===== config.mk =====
export PLATFORM = sky130hd
export DESIGN_NAME = bp_be_accel_op_sched_flat
export DESIGN_NICKNAME = d
export VERILOG_FILES = /design/src/rtl/bp_be_accel_op_sched_pkg.sv /design/src/rtl/bp_be_accel_op_sched_if.sv /design/src/rtl/bp_be_accel_credit_ctr.sv /design/src/rtl/bsg_fifo_1r1w_small.sv /design/src/rtl/bp_be_accel_op_sched.sv /design/src/flat_wrapper.sv
export SDC_FILE = /design/constraint.sdc
export NUM_CORES = 1
export LEC_CHECK = 0
export ABC_AREA = 0
export BUFFER_PORTS_ARGS = -buffer_cell sky130_fd_sc_hd__buf_2
export CORE_AREA = 2 2 408 410
export DETAILED_ROUTE_END_ITERATION = 10
export DIE_AREA = 0 0 410 412
export PLACE_DENSITY = 0.46
export SYNTH_ARGS = -nofsm -noshare
export SYNTH_HDL_FRONTEND = slang
export SYNTH_SLANG_ARGS = --single-unit

===== constraint.sdc =====
create_clock -name clk_i -period 117.6 [get_ports clk_i]
set_input_delay 17.64 -clock clk_i [delete_from_list [all_inputs] [get_ports clk_i]]
set_output_delay 17.64 -clock clk_i [all_outputs]
set_load 0.1 [all_outputs]

===== src/rtl/bp_be_accel_op_sched_pkg.sv =====
// bp_be_pkg: shared types for the BE accelerator issue scheduler.
//   bp_be_accel_op_e          committed tensor op encoding (bit 1 = weight load, bit 0 = half/slot)
//   bp_be_accel_sched_state_e weight-residency state of the scheduler FSM
//   bsg_safe_clog2            clog2 that never returns 0, for counter widths
package bp_be_pkg;

    typedef enum logic [1:0] {
        e_acld0 = 2'b00,
        e_acld1 = 2'b01,
        e_wtld0 = 2'b10,
        e_wtld1 = 2'b11
    } bp_be_accel_op_e;

    typedef enum logic [1:0] {
        S_EMPTY,
        S_PART,
        S_READY,
        S_DRAIN
    } bp_be_accel_sched_state_e;

    function automatic int bsg_safe_clog2(input int x);
        return (x <= 1) ? 1 : $clog2(x);
    endfunction

endpackage


===== src/rtl/bp_be_accel_op_sched_if.sv =====
// bp_be_accel_op_sched_if: op/data ingress and core issue bus of the scheduler.
//   op_i/op_v_i/op_ready_o         committed op channel
//   data_i/data_v_i/data_ready_o   wide dcache data channel (same order as ops)
//   core_op_o/core_data_o/core_v_o/core_ready_and_i  issue channel to the systolic core
//
// Handshake rule for every channel: a transfer happens on a rising clock edge
// where valid and ready are both high. Ready never depends on valid. Once the
// scheduler raises core_v_o it keeps it high with core_op_o/core_data_o stable
// until the transfer, unless a flush retracts it.
interface bp_be_accel_op_sched_if #(parameter int block_width_p = 512);

    logic [1:0]               op_i;
    logic                     op_v_i;
    logic                     op_ready_o;
    logic [block_width_p-1:0] data_i;
    logic                     data_v_i;
    logic                     data_ready_o;
    logic [1:0]               core_op_o;
    logic [block_width_p-1:0] core_data_o;
    logic                     core_v_o;
    logic                     core_ready_and_i;

    // scheduler side
    modport slave (
        input  op_i, op_v_i, data_i, data_v_i, core_ready_and_i,
        output op_ready_o, data_ready_o, core_op_o, core_data_o, core_v_o
    );

    // producer / core side
    modport master (
        output op_i, op_v_i, data_i, data_v_i, core_ready_and_i,
        input  op_ready_o, data_ready_o, core_op_o, core_data_o, core_v_o
    );

endinterface


===== src/rtl/bp_be_accel_credit_ctr.sv =====
// bp_be_accel_credit_ctr: outstanding-activation counter (0..max_p).
//   clk_i, reset_i (async, active-high)
//   up_i        activation issued
//   down_i      result drained from writeback (credit return)
//   count_o     current number of outstanding activations
//   underflow_o pulses when a credit returns with nothing outstanding
module bp_be_accel_credit_ctr
    import bp_be_pkg::*;
#(
    parameter int max_p   = 2,
    parameter int width_p = bsg_safe_clog2(max_p + 1)
) (
    input  logic               clk_i,
    input  logic               reset_i,
    input  logic               up_i,
    input  logic               down_i,
    output logic [width_p-1:0] count_o,
    output logic               underflow_o
);

    localparam logic [width_p-1:0] max_lp = width_p'(max_p);
    localparam logic [width_p-1:0] one_lp = width_p'(1);

    logic [width_p-1:0] count_r;

    assign count_o     = count_r;
    // a simultaneous issue pairs with the return, so it is not an underflow
    assign underflow_o = down_i & ~up_i & (count_r == '0);

    always_ff @(posedge clk_i or posedge reset_i) begin
        if (reset_i) begin
            count_r <= '0;
        end else if (up_i & ~down_i & (count_r != max_lp)) begin
            count_r <= count_r + one_lp;
        end else if (down_i & ~up_i & (count_r != '0)) begin
            count_r <= count_r - one_lp;
        end
    end

endmodule


===== src/rtl/bsg_fifo_1r1w_small.sv =====
// bsg_fifo_1r1w_small: small register-based FIFO.
//   clk_i, reset_i (async, active-high), clear_i (sync empty; wins over push)
//   v_i/data_i/ready_o  push side, ready_o = not full
//   v_o/data_o/yumi_i   pop side, data_o is the head, yumi_i pops it
module bsg_fifo_1r1w_small #(
    parameter int width_p = 8,
    parameter int els_p   = 2
) (
    input  logic               clk_i,
    input  logic               reset_i,
    input  logic               clear_i,
    input  logic               v_i,
    input  logic [width_p-1:0] data_i,
    output logic               ready_o,
    output logic               v_o,
    output logic [width_p-1:0] data_o,
    input  logic               yumi_i
);

    localparam int ptr_w_lp = (els_p <= 1) ? 1 : $clog2(els_p);
    localparam int cnt_w_lp = $clog2(els_p + 1);
    localparam logic [cnt_w_lp-1:0] full_cnt_lp = cnt_w_lp'(els_p);
    localparam logic [cnt_w_lp-1:0] cnt_one_lp  = cnt_w_lp'(1);
    localparam logic [ptr_w_lp-1:0] last_ptr_lp = ptr_w_lp'(els_p - 1);
    localparam logic [ptr_w_lp-1:0] ptr_one_lp  = ptr_w_lp'(1);

    logic [width_p-1:0]  mem_r [els_p];
    logic [ptr_w_lp-1:0] rd_ptr_r, wr_ptr_r;
    logic [cnt_w_lp-1:0] cnt_r;
    logic                push, pop;

    assign ready_o = (cnt_r != full_cnt_lp);
    assign v_o     = (cnt_r != '0);
    assign data_o  = mem_r[rd_ptr_r];
    assign push    = v_i & ready_o & ~clear_i;
    assign pop     = yumi_i & v_o & ~clear_i;

    always_ff @(posedge clk_i or posedge reset_i) begin
        if (reset_i) begin
            rd_ptr_r <= '0;
            wr_ptr_r <= '0;
            cnt_r    <= '0;
        end else if (clear_i) begin
            rd_ptr_r <= '0;
            wr_ptr_r <= '0;
            cnt_r    <= '0;
        end else begin
            if (push) wr_ptr_r <= (wr_ptr_r == last_ptr_lp) ? '0 : wr_ptr_r + ptr_one_lp;
            if (pop)  rd_ptr_r <= (rd_ptr_r == last_ptr_lp) ? '0 : rd_ptr_r + ptr_one_lp;
            case ({push, pop})
                2'b10:   cnt_r <= cnt_r + cnt_one_lp;
                2'b01:   cnt_r <= cnt_r - cnt_one_lp;
                default: cnt_r <= cnt_r;
            endcase
        end
    end

    // storage is not reset; entries are only read once counted valid
    always_ff @(posedge clk_i) begin
        if (push) mem_r[wr_ptr_r] <= data_i;
    end

endmodule


===== src/rtl/bp_be_accel_op_sched.sv =====
// bp_be_accel_op_sched: issue scheduler for the weight-stationary tensor core.
// Pairs committed ops with their wide data blocks, orders weight loads against
// in-flight activations, and throttles activations by writeback credits.
//   clk_i, reset_n_i   clock, async active-low reset
//   io (slave)         op/data ingress and core issue handshake
//   result_done_i      one pulse per drained result (credit return)
//   flush_i            synchronous abort: empties queues, state -> S_EMPTY, clears errors
//   busy_o             any queue non-empty or activations outstanding
//   error_o            sticky [0] ACLD without weights, [1] credit underflow
//   state_o, w_v_o, inflight_o  FSM state, weight-half valids, outstanding count
module bp_be_accel_op_sched
    import bp_be_pkg::*;
#(
    parameter int block_width_p = 512,
    parameter int q_els_p       = 2,
    parameter int credits_p     = 2,
    parameter int credit_w_lp   = bsg_safe_clog2(credits_p + 1)
) (
    input  logic                     clk_i,
    input  logic                     reset_n_i,
    bp_be_accel_op_sched_if.slave    io,
    input  logic                     result_done_i,
    input  logic                     flush_i,
    output logic                     busy_o,
    output logic [1:0]               error_o,
    output bp_be_accel_sched_state_e state_o,
    output logic [1:0]               w_v_o,
    output logic [credit_w_lp-1:0]   inflight_o
);

    localparam logic [credit_w_lp-1:0] credits_lp = credit_w_lp'(credits_p);

    logic reset_li;
    assign reset_li = ~reset_n_i;

    // queues
    logic                     op_q_v, op_q_ready, data_q_v, data_q_ready;
    logic [1:0]               op_q_head;
    logic [block_width_p-1:0] data_q_head;
    logic                     pop;

    bsg_fifo_1r1w_small #(.width_p(2), .els_p(q_els_p)) op_q (
        .clk_i   (clk_i),
        .reset_i (reset_li),
        .clear_i (flush_i),
        .v_i     (io.op_v_i),
        .data_i  (io.op_i),
        .ready_o (op_q_ready),
        .v_o     (op_q_v),
        .data_o  (op_q_head),
        .yumi_i  (pop)
    );

    bsg_fifo_1r1w_small #(.width_p(block_width_p), .els_p(q_els_p)) data_q (
        .clk_i   (clk_i),
        .reset_i (reset_li),
        .clear_i (flush_i),
        .v_i     (io.data_v_i),
        .data_i  (io.data_i),
        .ready_o (data_q_ready),
        .v_o     (data_q_v),
        .data_o  (data_q_head),
        .yumi_i  (pop)
    );

    // credits
    logic [credit_w_lp-1:0] inflight;
    logic                   acld_fire, underflow;

    bp_be_accel_credit_ctr #(.max_p(credits_p), .width_p(credit_w_lp)) credit_ctr (
        .clk_i       (clk_i),
        .reset_i     (reset_li),
        .up_i        (acld_fire),
        .down_i      (result_done_i),
        .count_o     (inflight),
        .underflow_o (underflow)
    );

    // FSM
    bp_be_accel_sched_state_e state_r, state_n;
    logic [1:0]               w_v_r, w_v_n;
    logic [1:0]               error_r;
    logic                     head_v, core_v, drop_err, k;
    bp_be_accel_op_e          head_op;

    assign head_v  = op_q_v & data_q_v;
    assign head_op = bp_be_accel_op_e'(op_q_head);

    always_ff @(posedge clk_i or negedge reset_n_i) begin
        if (!reset_n_i) begin
            state_r <= S_EMPTY;
            w_v_r   <= '0;
            error_r <= '0;
        end else begin
            state_r <= state_n;
            w_v_r   <= w_v_n;
            error_r <= flush_i ? 2'b00 : (error_r | {underflow, drop_err});
        end
    end

    always_comb begin
        state_n   = state_r;
        w_v_n     = w_v_r;
        core_v    = 1'b0;
        pop       = 1'b0;
        drop_err  = 1'b0;
        acld_fire = 1'b0;
        k         = head_op[0];
        if (head_v && !flush_i) begin
            if (head_op[1]) begin
                // weight load into half k
                case (state_r)
                    S_EMPTY, S_PART: begin
                        core_v = 1'b1;
                        if (io.core_ready_and_i) begin
                            pop      = 1'b1;
                            w_v_n[k] = 1'b1;
                            state_n  = (w_v_n == 2'b11) ? S_READY : S_PART;
                        end
                    end
                    default: begin
                        // a full reload must not overwrite weights still used by
                        // outstanding activations
                        if (inflight == '0) begin
                            core_v = 1'b1;
                            if (io.core_ready_and_i) begin
                                pop      = 1'b1;
                                w_v_n    = 2'b00;
                                w_v_n[k] = 1'b1;
                                state_n  = S_PART;
                            end
                        end else begin
                            state_n = S_DRAIN;
                        end
                    end
                endcase
            end else if (state_r == S_READY) begin
                if (inflight < credits_lp) begin
                    core_v = 1'b1;
                    if (io.core_ready_and_i) begin
                        pop       = 1'b1;
                        acld_fire = 1'b1;
                    end
                end
            end else begin
                // activation without resident weights: discard the pair
                pop      = 1'b1;
                drop_err = 1'b1;
            end
        end
        if (flush_i) begin
            state_n = S_EMPTY;
            w_v_n   = 2'b00;
        end
    end

    assign io.op_ready_o   = op_q_ready;
    assign io.data_ready_o = data_q_ready;
    assign io.core_v_o     = core_v;
    assign io.core_op_o    = op_q_head;
    assign io.core_data_o  = data_q_head;

    assign busy_o     = op_q_v | data_q_v | (inflight != '0);
    assign error_o    = error_r;
    assign state_o    = state_r;
    assign w_v_o      = w_v_r;
    assign inflight_o = inflight;

endmodule


===== src/flat_wrapper.sv =====
// flat-port wrapper written by rule: the top's interface ports become plain ports
module bp_be_accel_op_sched_flat import bp_be_pkg::*;
#(
    parameter int block_width_p = 512,
    parameter int q_els_p       = 2,
    parameter int credits_p     = 2,
    parameter int credit_w_lp   = bsg_safe_clog2(credits_p + 1)
)
  (clk_i, reset_n_i, result_done_i, flush_i, busy_o, error_o, state_o, w_v_o, inflight_o, io_op_i, io_op_v_i, io_data_i, io_data_v_i, io_core_ready_and_i, io_op_ready_o, io_data_ready_o, io_core_op_o, io_core_data_o, io_core_v_o);
  bp_be_accel_op_sched_if #(.block_width_p(block_width_p)) io_i ();
  input  logic clk_i;
  input  logic reset_n_i;
  input  logic result_done_i;
  input  logic flush_i;
  output logic busy_o;
  output logic [1:0] error_o;
  output bp_be_accel_sched_state_e state_o;
  output logic [1:0] w_v_o;
  output logic [credit_w_lp-1:0] inflight_o;
  input wire logic [$bits(io_i.op_i)-1:0] io_op_i;
  input wire logic [$bits(io_i.op_v_i)-1:0] io_op_v_i;
  input wire logic [$bits(io_i.data_i)-1:0] io_data_i;
  input wire logic [$bits(io_i.data_v_i)-1:0] io_data_v_i;
  input wire logic [$bits(io_i.core_ready_and_i)-1:0] io_core_ready_and_i;
  output wire logic [$bits(io_i.op_ready_o)-1:0] io_op_ready_o;
  output wire logic [$bits(io_i.data_ready_o)-1:0] io_data_ready_o;
  output wire logic [$bits(io_i.core_op_o)-1:0] io_core_op_o;
  output wire logic [$bits(io_i.core_data_o)-1:0] io_core_data_o;
  output wire logic [$bits(io_i.core_v_o)-1:0] io_core_v_o;
  assign io_i.op_i = io_op_i;
  assign io_i.op_v_i = io_op_v_i;
  assign io_i.data_i = io_data_i;
  assign io_i.data_v_i = io_data_v_i;
  assign io_i.core_ready_and_i = io_core_ready_and_i;
  assign io_op_ready_o = io_i.op_ready_o;
  assign io_data_ready_o = io_i.data_ready_o;
  assign io_core_op_o = io_i.core_op_o;
  assign io_core_data_o = io_i.core_data_o;
  assign io_core_v_o = io_i.core_v_o;
  bp_be_accel_op_sched #(.block_width_p(block_width_p), .q_els_p(q_els_p), .credits_p(credits_p), .credit_w_lp(credit_w_lp)) u_core (.clk_i(clk_i), .reset_n_i(reset_n_i), .io(io_i), .result_done_i(result_done_i), .flush_i(flush_i), .busy_o(busy_o), .error_o(error_o), .state_o(state_o), .w_v_o(w_v_o), .inflight_o(inflight_o));
endmodule

==> reports/results.tsv, run 1 <==
metric	value	unit
RePlAce Congestion	0.7592	
Vias	20230	
largest net degree at the start of global routing	135	
Min-Delay Path Class	reg2reg	
Clock Path Buffers	3	
CTS buffer count	113	
crit path max fanout	18	
Synth-to-Final Area Change	30.22	%
status	finished, final reports clean	
Fin Setup TNS	0	ps
slew margin rel.	29.05	%
syn nets	2229	
1st-iter DRT viols	1079	
Reg clk slew, reported paths	60	ps
EDFF count, synth	1028	
most used flip-flop cell after synthesis	edfxtp_1	
delay-heaviest family, CP	buffers and inverters	
Reg area	31270	sq um
final wirelength	110.6	mm
register bit count reported by yosys	1044	
Post-CTS Resized	0	
critical path cell sequence	buf_2 > nor2_1 > a21boi_0 > buf_2	
achievable frequency	27.22	MHz
DRT Pass-1 Iters	4	
Die ar.	168900	sq um
Slew @ Worst Pin	1064	ps
cells after synthesis	1708	
post-synthesis cell area	37920	sq um
Post-CTS Setup Bufs	0	
Vias/cell	3.943	
yosys warns	0	
die width	410	microns
Final setup violation count	0	
most frequent cells in the layout	buf_2, edfxtp_1, mux2_2	
MaxCap Viol Count	0	
clk_skew	52.13	ps
Tot GR Track Use	12.45	%
Buf+Inv Stages, Crit Path	2	
Layout Nets	3354	
Setup crit end kind	primary output	
fraction of layout cells with a size suffix above 1	59.34	%
unrepaired setup endpoints after global routing	no	
WP data required	99960	ps
row cnt	149	
multi-input logic area	6344	sq um
Most Frequent Cell on Critical Path	buf_2	
GRT Residual Overflow	0	
Clock Tree Root	clkbuf_16	
DPL Wire Length	79.90	mm
slowest library cell on the worst path	buf_2	
final hold vios	0	
CP arrival	19090	ps
PwrDens	20.23	nW/um^2
crit path time final	36730	ps
Final Cycle Share	31.24	%
commonest non-fill, non-tap cell in the layout	buf_2	
Lkg Pwr	0.01766	uW
clock sink count	1044	
max incr delay on CP	530	ps
Peak VDD IR	11.89	uV
Async SR Flop Fraction	1.533	%
# hold bufs at CTS	0	
initial antenna violation count	74	
worst skew pair latency	770	ps
Final ANT Viol Nets	0	
vias in the first global route	20578	
initial core utilization	23.09	%
CTS H-tree depth	3	
IO Count	1047	
Die Y-Extent	412	microns
fillers	16398	
register area share after synthesis	82.45	%
core area	164200	sq um
first-pass GRT wire length	149.6	mm
Unique masters post-synth	46	
CP Launch Type	input pin	
Post-Syn Area per Cell	22.20	sq um
Wirelength per Cell	21.55	microns
Post-Route Utilization	30.07	%
Slew Limit Fails	0	
CTS tree	built	
PortBufs	1046	
critical path type	in2out	
DR DRC count	0	
-- logic make-up after synthesis --
logic type / count (synthesis) / share of synthesized area (%)
flip-flops: 1044 / 82.45
multiplexers: 518 / 15.39
buffers and inverters: 69 / 0.8446
AND/OR/NAND/NOR: 48 / 0.7358
AO/OA/AOI/OAI: 26 / 0.5015
XOR/XNOR: 3 / 0.06930
-- area by class of cell --
cell class / instances / share of cell area (%)
Multi-Input combinational cell: 595 / 12.85
Tap cell: 2189 / 5.546
Clock buffer: 143 / 5.954
Clock inverter: 61 / 1.112
Inverter: 9 / 0.07347
Sequential cell: 1044 / 63.33
Antenna cell: 20 / 0.1013
Timing Repair Buffer: 1070 / 11.04
-- power by group --
part | internal, uW | switching (uW)
logic | 40.3 | 189
clock network | 190 | 145
registers | 430 | 4.28
-- cell usage after synthesis (2+ instances only) --
master	n	area (sq um)
nor3_1	5	25.02
nand3b_1	3	22.52
or3b_2	2	17.52
edfxtp_1	1028	30870
o32ai_1	2	17.52
nand3_1	2	10.01
nor2_1	8	30.03
a21oi_1	4	20.02
mux2i_1	5	50.05
nand2_1	14	52.55
buf_1	3	11.26
a211oi_1	3	22.52
nand2b_1	3	18.77
xor2_1	2	17.52
dfrtp_1	16	400.4
buf_2	47	235.2
inv_1	7	26.28
nor3b_1	2	15.01
mux2_2	512	5766
clkbuf_1	10	37.54
o21ai_0	5	25.02
-- registers in the layout, indices dropped and copies added (netlist names) --
register	flops
u_core.error_o	2
u_core.op_q.cnt_r	2
u_core.data_q.cnt_r	2
u_core.op_q.mem_r	4
u_core.data_q.mem_r	1024
u_core.data_q.wr_ptr_r	1
u_core.data_q.rd_ptr_r	1
u_core.op_q.wr_ptr_r	1
u_core.w_v_o	2
u_core.credit_ctr.count_o	2
u_core.state_o	2
u_core.op_q.rd_ptr_r	1
-- worst min-delay path, cell delays in order, from the launching register on --
cell,delay [ps]
dfrtp_1,350
nor2_1,50
nor2_1,70
-- metrics by stage --
step,instances,power (uW),instance area (sq um),hold slack (ps),setup slack (ps)
after floorplan,1708,651.3,37920,519.3,60470
after global placement,4907,673.8,45850,475.0,80880
after detailed placement,4907,674.6,45850,498.9,80860
after CTS,5111,1016,49330,512.8,80860
after global routing,5122,1034,49360,554.5,80830
final,5131,999.0,49380,502.1,80870
-- layer usage --
metal | wire length [microns] | share of wire (%) | vias to the layer above | track usage (%)
met1 | 41550 | 38 | 10024 | 13.70
li1 | - | - | 9133 | -
met4 | 2741 | 2.5 | 48 | 4.602
met3 | 11600 | 10 | 209 | 5.817
met5 | 309 | 0.28 | - | 0
met2 | 54370 | 49 | 816 | 20.92
-- final timing paths --
kind                                             start                          end  slack (ps)  cells past startpoint
worst max-delay path                           flush_i                  io_core_v_o       80870                      4
worst min-delay path                 u_core.error_o[0]            u_core.error_o[0]         500                      2
worst max register to register  u_core.data_q.cnt_r[0]  u_core.data_q.mem_r[0][500]      113060                      7
worst min register to register       u_core.error_o[0]            u_core.error_o[0]         500                      2
max in group asynchronous                    reset_n_i       u_core.data_q.rd_ptr_r      100460                      1
min in group asynchronous                    reset_n_i            u_core.state_o[1]       16810                      1
No activity file was read; power rests on OpenSTA's default activity.
==> inputs of run 2 (changes only) <==
- ABC_AREA: 0 -> 1
- CORE_AREA: 2 2 408 410 -> 2 2 409 411
- DIE_AREA: 0 0 410 412 -> 0 0 411 413
- clock period: 117.6 -> 34 ns (I/O delays scaled with it)
==> reports/results.tsv, run 2 <==
metric	value	unit	change
unrepaired setup endpoints after global routing	no		
CTS tree	built		
MaxCap Viol Count	0		unchanged
die width	411	microns	+0.24%
Worst R2R Start	u_core.data_q.cnt_r[1]		
WP data required	28900	ps	-71060 ps
GRT Residual Overflow	0		unchanged
Flop pwr share	31.8	%	-12 points
Async SR Flop Fraction	1.533	%	unchanged
commonest non-fill, non-tap cell in the layout	buf_2		
initial core utilization	22.93	%	-0.16 points
critical path cell sequence	buf_2 > inv_1 > nand2_4 > a211oi_1 > buf_2		
post-route insts no fill	5159		+0.55%
NetSw	2368	uW	+600%
1st-iter DRT viols	936		-13%
Vias	20350		+0.59%
Tot GR Track Use	11.91	%	-0.54 points
Most Frequent Cell on Critical Path	buf_2		
DR DRC count	0		unchanged
r2r worst-path depth	6		-1
slowest library cell on the worst path	buf_2		
first-pass GRT wire length	145.4	mm	-2.8%
Commonest cells post-synth	edfxtp_1, mux2_2, buf_4, nand2_1, inv_1		
Lkg Pwr	0.01766	uW	about the same
vias in the first global route	20421		-0.76%
most frequent cells in the layout	buf_2, edfxtp_1, mux2_2		
fraction of layout cells with a size suffix above 1	58.97	%	-0.37 points
Setup crit end kind	primary output		
slew margin rel.	31.52	%	+2.5 points
combinational share of power	45.1	%	+22 points
PwrDens	99.95	nW/um^2	+390%
CP Launch Type	input pin		
Final Cycle Share	34.01	%	
Worst Setup EP	io_core_v_o		
largest cells by area after synthesis	edfxtp_1, mux2_2, dfrtp_1		
Slew @ Worst Pin	1027	ps	-36.98 ps
register bit count reported by yosys	1044		unchanged
DRT Pass-1 Iters	5		+1
row cnt	150		+0.67%
Peak VDD IR	81.67	uV	+590%
switching share of power	48.06	%	+14 points
final hold vios	0		unchanged
critical path type	in2out		
Slew Limit Fails	0		unchanged
Post-CTS Setup Bufs	0		unchanged
register-to-register setup slack	29540	ps	-83520 ps
fillers	16702		+1.9%
EDFF count, synth	1028		unchanged
Fin Setup TNS	0	ps	unchanged
CP arrival	6460	ps	-12630 ps
Die Y-Extent	413	microns	+0.24%
worst skew pair latency	730	ps	-40 ps
top cell type's share of synthesized area	81.14	%	-0.26 points
worst setup path start	flush_i		
# hold bufs at CTS	0		unchanged
Post-Syn Area per Cell	21.95	sq um	-1.1%
syn nets	2254		+1.1%
register area share after synthesis	82.19	%	-0.26 points
clock sink count	1044		unchanged
RePlAce Congestion	0.7912		+4.2%
crit path time final	11560	ps	
achievable frequency	86.49	MHz	
status	finished, final reports clean		
P_int	2559	uW	+290%
IO Count	1047		unchanged
CTS H-tree depth	3		unchanged
Wirelength per Cell	20.91	microns	-3.0%
core area	165900	sq um	+1.0%
placed insts	4944		+0.75%
Min-Delay Path Class	reg2reg		
Synth-to-Final Area Change	29.55	%	
Vias/cell	3.945		about the same
most used flip-flop cell after synthesis	edfxtp_1		
largest net degree at the start of global routing	140		+3.7%
Largest Register	u_core.data_q.mem_r		
clk_skew	39.36	ps	-12.77 ps
crit path max fanout	15		-3
DPL Wire Length	76.55	mm	-4.2%
cells after synthesis	1733		+1.5%
final wirelength	107.9	mm	-2.4%
Die ar.	169700	sq um	+0.49%
CTS buffer count	114		+0.88%
Clock Path Buffers	3		unchanged
Unique masters post-synth	28		-39%
post-synth top area cell	edfxtp_1		
clock power share	23.1	%	-10 points
PortBufs	1046		unchanged
reg2reg end	u_core.data_q.mem_r[1][283]		
Clock Tree Root	clkbuf_16		
initial antenna violation count	73		-1.4%
Final setup violation count	0		unchanged
yosys warns	0		unchanged
Layout Nets	3377		+0.69%
Post-Route Utilization	29.71	%	-0.36 points
Post-CTS Resized	0		unchanged
post-synthesis cell area	38040	sq um	+0.32%
Reg clk slew, reported paths	60	ps	about the same
max incr delay on CP	470	ps	-60 ps
cell with the most instances after synthesis	edfxtp_1		
Largest register FFs	1024		unchanged
Final ANT Viol Nets	0		unchanged
biggest regs	u_core.data_q.mem_r x1024, u_core.op_q.mem_r x4		
-- run 2: worst min path at each step --
stage,cells after the start,startpoint,end
after floorplan,1,u_core.op_q.rd_ptr_r,u_core.op_q.rd_ptr_r
after global placement,1,u_core.error_o[1],u_core.error_o[1]
after detailed placement,1,u_core.error_o[1],u_core.error_o[1]
after CTS,1,u_core.error_o[1],u_core.error_o[1]
after global routing,1,u_core.error_o[1],u_core.error_o[1]
final,2,u_core.error_o[0],u_core.error_o[0]
-- run 2: routing by layer --
metal	up-vias	global-route usage, %	part of all wire, %	wire (microns)
met5	-	0	0.24	254
met4	42	3.455	2.4	2536
met3	248	5.587	10	11250
met2	792	20.02	49	52590
met1	10128	13.43	38	41250
li1	9140	-	-	-
-- run 2: worst max-delay path: cells and delay by family --
kind | cells | cell delay [ps]
AND/OR/NAND/NOR | 1 | 140
AO/OA/AOI/OAI | 1 | 240
buffers and inverters | 3 | 980
-- run 2: cells by family (layout without fill, tap and decap cells) --
| kind of cell | count (synthesis) | after routing | share of synthesized area [%] |
|---|---|---|---|
| compound gates | 22 | 22 | 0.3223 |
| flops | 1044 | 1044 | 82.19 |
| mux | 512 | 512 | 15.15 |
| other cells | 0 | 13 | 0 |
| xor+xnor | 1 | 1 | 0.02303 |
| buf+inv | 76 | 1285 | 1.253 |
| simple gates | 78 | 78 | 1.052 |
-- run 2: stage by stage --
| step | hold WS, ps | setup WS, ps | total power (uW) | instance area (sq um) |
|---|---|---|---|---|
| floorplan | 499.5 | 5463 | 3565 | 38040 |
| global placement | 494.8 | 22460 | 3841 | 45850 |
| detailed placement | 479.8 | 22430 | 3839 | 45850 |
| CTS | 503.6 | 22430 | 4996 | 49250 |
| global route | 537.2 | 22300 | 5092 | 49270 |
| finish | 503.2 | 22440 | 4926 | 49290 |
-- run 2: power by group through the flow --
stage / sequential (uW) / combinational (uW) / clock, uW
final: 1570 / 2220 / 1140
after global routing: 1580 / 2290 / 1220
after CTS: 1570 / 2250 / 1180
after detailed placement: 1600 / 2240 / 0
after global placement: 1590 / 2250 / 0
after floorplan: 1680 / 1880 / 0
-- run 2: cell type report --
type / count / area, sq um / share of cell area (%)
well taps: 2204 / 2758 / 5.595
multi-input cells: 613 / 6312 / 12.81
diodes: 13 / 32.53 / 0.06600
clock inverters: 51 / 369.1 / 0.7489
inverters: 18 / 67.56 / 0.1371
repair buffers: 1065 / 5440 / 11.04
flip-flops and latches: 1044 / 31270 / 63.45
clock buffers: 151 / 3034 / 6.156
==> inputs of run 3 (changes only) <==
- ABC_AREA: 1 -> 0
- CORE_AREA: 2 2 409 411 -> 2 2 408 410
- DIE_AREA: 0 0 411 413 -> 0 0 410 412
- clock period: 34 -> 10.9 ns (I/O delays scaled with it)
==> reports/results.tsv, run 3 (synthesized netlist as in run 1, its figures left out) <==
metric	value	unit	change
Final WS setup	5281	ps	-17160 ps
WP data required	9270	ps	-19630 ps
Final Power	10940	uW	+120%
Tot GR Track Use	12.75	%	+0.84 points
initial core utilization	23.09	%	+0.16 points
Post-Route Utilization	30.19	%	+0.48 points
Lkg Pwr	0.01773	uW	+0.36%
fraction of layout cells with a size suffix above 1	59.46	%	+0.49 points
RePlAce Congestion	0.7949		+0.47%
MaxCap Viol Count	0		unchanged
Worst R2R Start	u_core.data_q.cnt_r[0]		
Largest Register	u_core.data_q.mem_r		
achievable frequency	178.0	MHz	
PortBufs	1046		unchanged
crit path time final	5619	ps	
PwrDens	220.5	nW/um^2	+120%
Die Y-Extent	412	microns	-0.24%
DPL Wire Length	81.22	mm	+6.1%
final hold vios	0		unchanged
Hold EP	u_core.error_o[0]		
unrepaired setup endpoints after global routing	no		
slew margin rel.	28.90	%	-2.6 points
status	finished, final reports clean		
clock sink count	1044		unchanged
vias in the first global route	20813		+1.9%
Slew Limit Fails	0		unchanged
Layout Nets	3347		-0.89%
CTS H-tree depth	3		unchanged
critical path type	reg2out		
Post-CTS Resized	0		unchanged
CTS tree	built		
Die ar.	168900	sq um	-0.48%
Final setup violation count	0		unchanged
# hold bufs at CTS	0		unchanged
initial antenna violation count	85		+16%
IO Count	1047		unchanged
CTS buffer count	115		+0.88%
largest net degree at the start of global routing	141		+0.71%
Worst Hold Depth	2		unchanged
Largest register FFs	1024		unchanged
Reg clk slew, reported paths	60	ps	about the same
GRT Residual Overflow	0		unchanged
final wirelength	113.3	mm	+5.0%
worst skew pair latency	740	ps	about the same
Post-CTS Setup Bufs	0		unchanged
first-pass GRT wire length	153.0	mm	+5.2%
dpl ws	5936	ps	-16500 ps
Setup crit end kind	primary output		
clk_skew	31.29	ps	-8.070 ps
r2r worst-path depth	5		-1
die width	410	microns	-0.24%
Final ANT Viol Nets	0		unchanged
DR DRC count	0		unchanged
Vias	20354		+0.020%
most frequent cells in the layout	buf_2, edfxtp_1, mux2_2		
Clock Tree Root	clkbuf_16		
commonest non-fill, non-tap cell in the layout	buf_2		
register-to-register setup slack	7820	ps	-21720 ps
row cnt	149		-0.67%
Synth-to-Final Area Change	30.76	%	
Peak VDD IR	137.5	uV	+68%
Final Cycle Share	51.55	%	
biggest regs	u_core.data_q.mem_r x1024, u_core.op_q.mem_r x4		
CP arrival	3980	ps	-2480 ps
1st-iter DRT viols	1177		+26%
CP Launch Type	flop		
Slew @ Worst Pin	1066	ps	+39.25 ps
reg2reg end	u_core.data_q.mem_r[1][384]		
DRT Pass-1 Iters	5		unchanged
Clock Path Buffers	3		unchanged
core area	164200	sq um	-1.0%
crit path max fanout	95		+80
Hold WS	505.7	ps	+2.498 ps
Min-Delay Path Class	reg2reg		
worst hold start	u_core.error_o[0]		
Wirelength per Cell	22.07	microns	+5.6%
Vias/cell	3.965		+0.51%
## run 3: changes by cell type in the layout (fill, tap and decap cells not counted), moves of 5 or more
cell,delta
buf_4,-9
nor2_4,-5
nand3_1,-14
mux2i_1,+5
nand2_2,-5
bufinv_16,+8
nand2_1,-23
buf_12,+5
inv_1,-10
diode_2,+14
## run 3: critical path: stages (launching register included)
cell and delay (ps):
dfrtp_4 860, buf_12 440, buf_4 880, mux2_2 310, buf_2 450
## run 3: how the worst max path moves through the flow
| stage | start | to | slack (ps) | cells after the start |
|---|---|---|---|---|
| 2_1_floorplan | flush_i | u_core.data_q.mem_r[1][0] | -4310 | 3 |
| 3_3_place_gp | u_core.data_q.rd_ptr_r | io_core_data_o[185] | 6000 | 4 |
| 3_5_place_dp | u_core.data_q.rd_ptr_r | io_core_data_o[189] | 5940 | 4 |
| 4_1_cts | u_core.data_q.rd_ptr_r | io_core_data_o[189] | 5110 | 4 |
| 5_1_grt | u_core.data_q.rd_ptr_r | io_core_data_o[103] | 5000 | 4 |
| 6_report | u_core.data_q.rd_ptr_r | io_core_data_o[103] | 5280 | 4 |
## run 3: cell type report
type	instances	area, sq um
Antenna cell	27	67.56
Clock buffer	149	3069
Clock inverter	60	571.8
Fill cell	16391	114700
Inverter	9	36.28
Multi-Input combinational cell	595	6359
Sequential cell	1044	31270
Tap cell	2189	2739
Timing Repair Buffer	1061	5473
## run 3: per-layer routing
layer	GRT usage, %	up-vias	wire (microns)
met3	6.221	263	12150
met5	0	-	254
met1	13.69	10066	41490
met4	4.481	40	3456
li1	-	9120	-
met2	21.73	865	55980
## run 3: power by group
group / internal [uW] / total, uW / switching (uW)
Clock: 2210 / 3770 / 1570
Sequential: 4640 / 4690 / 51.7
Combinational: 437 / 2470 / 2030
## run 3: per-stage QoR
| step | setup TNS [ps] | cell area [sq um] | std cells |
|---|---|---|---|
| 6_report | 0 | 49590 | 5134 |
| 4_1_cts | 0 | 49520 | 5107 |
| 3_3_place_gp | 0 | 45880 | 4898 |
| 5_1_grt | 0 | 49550 | 5120 |
| 3_5_place_dp | 0 | 45880 | 4898 |
| 2_1_floorplan | -4054540 | 37970 | 1708 |
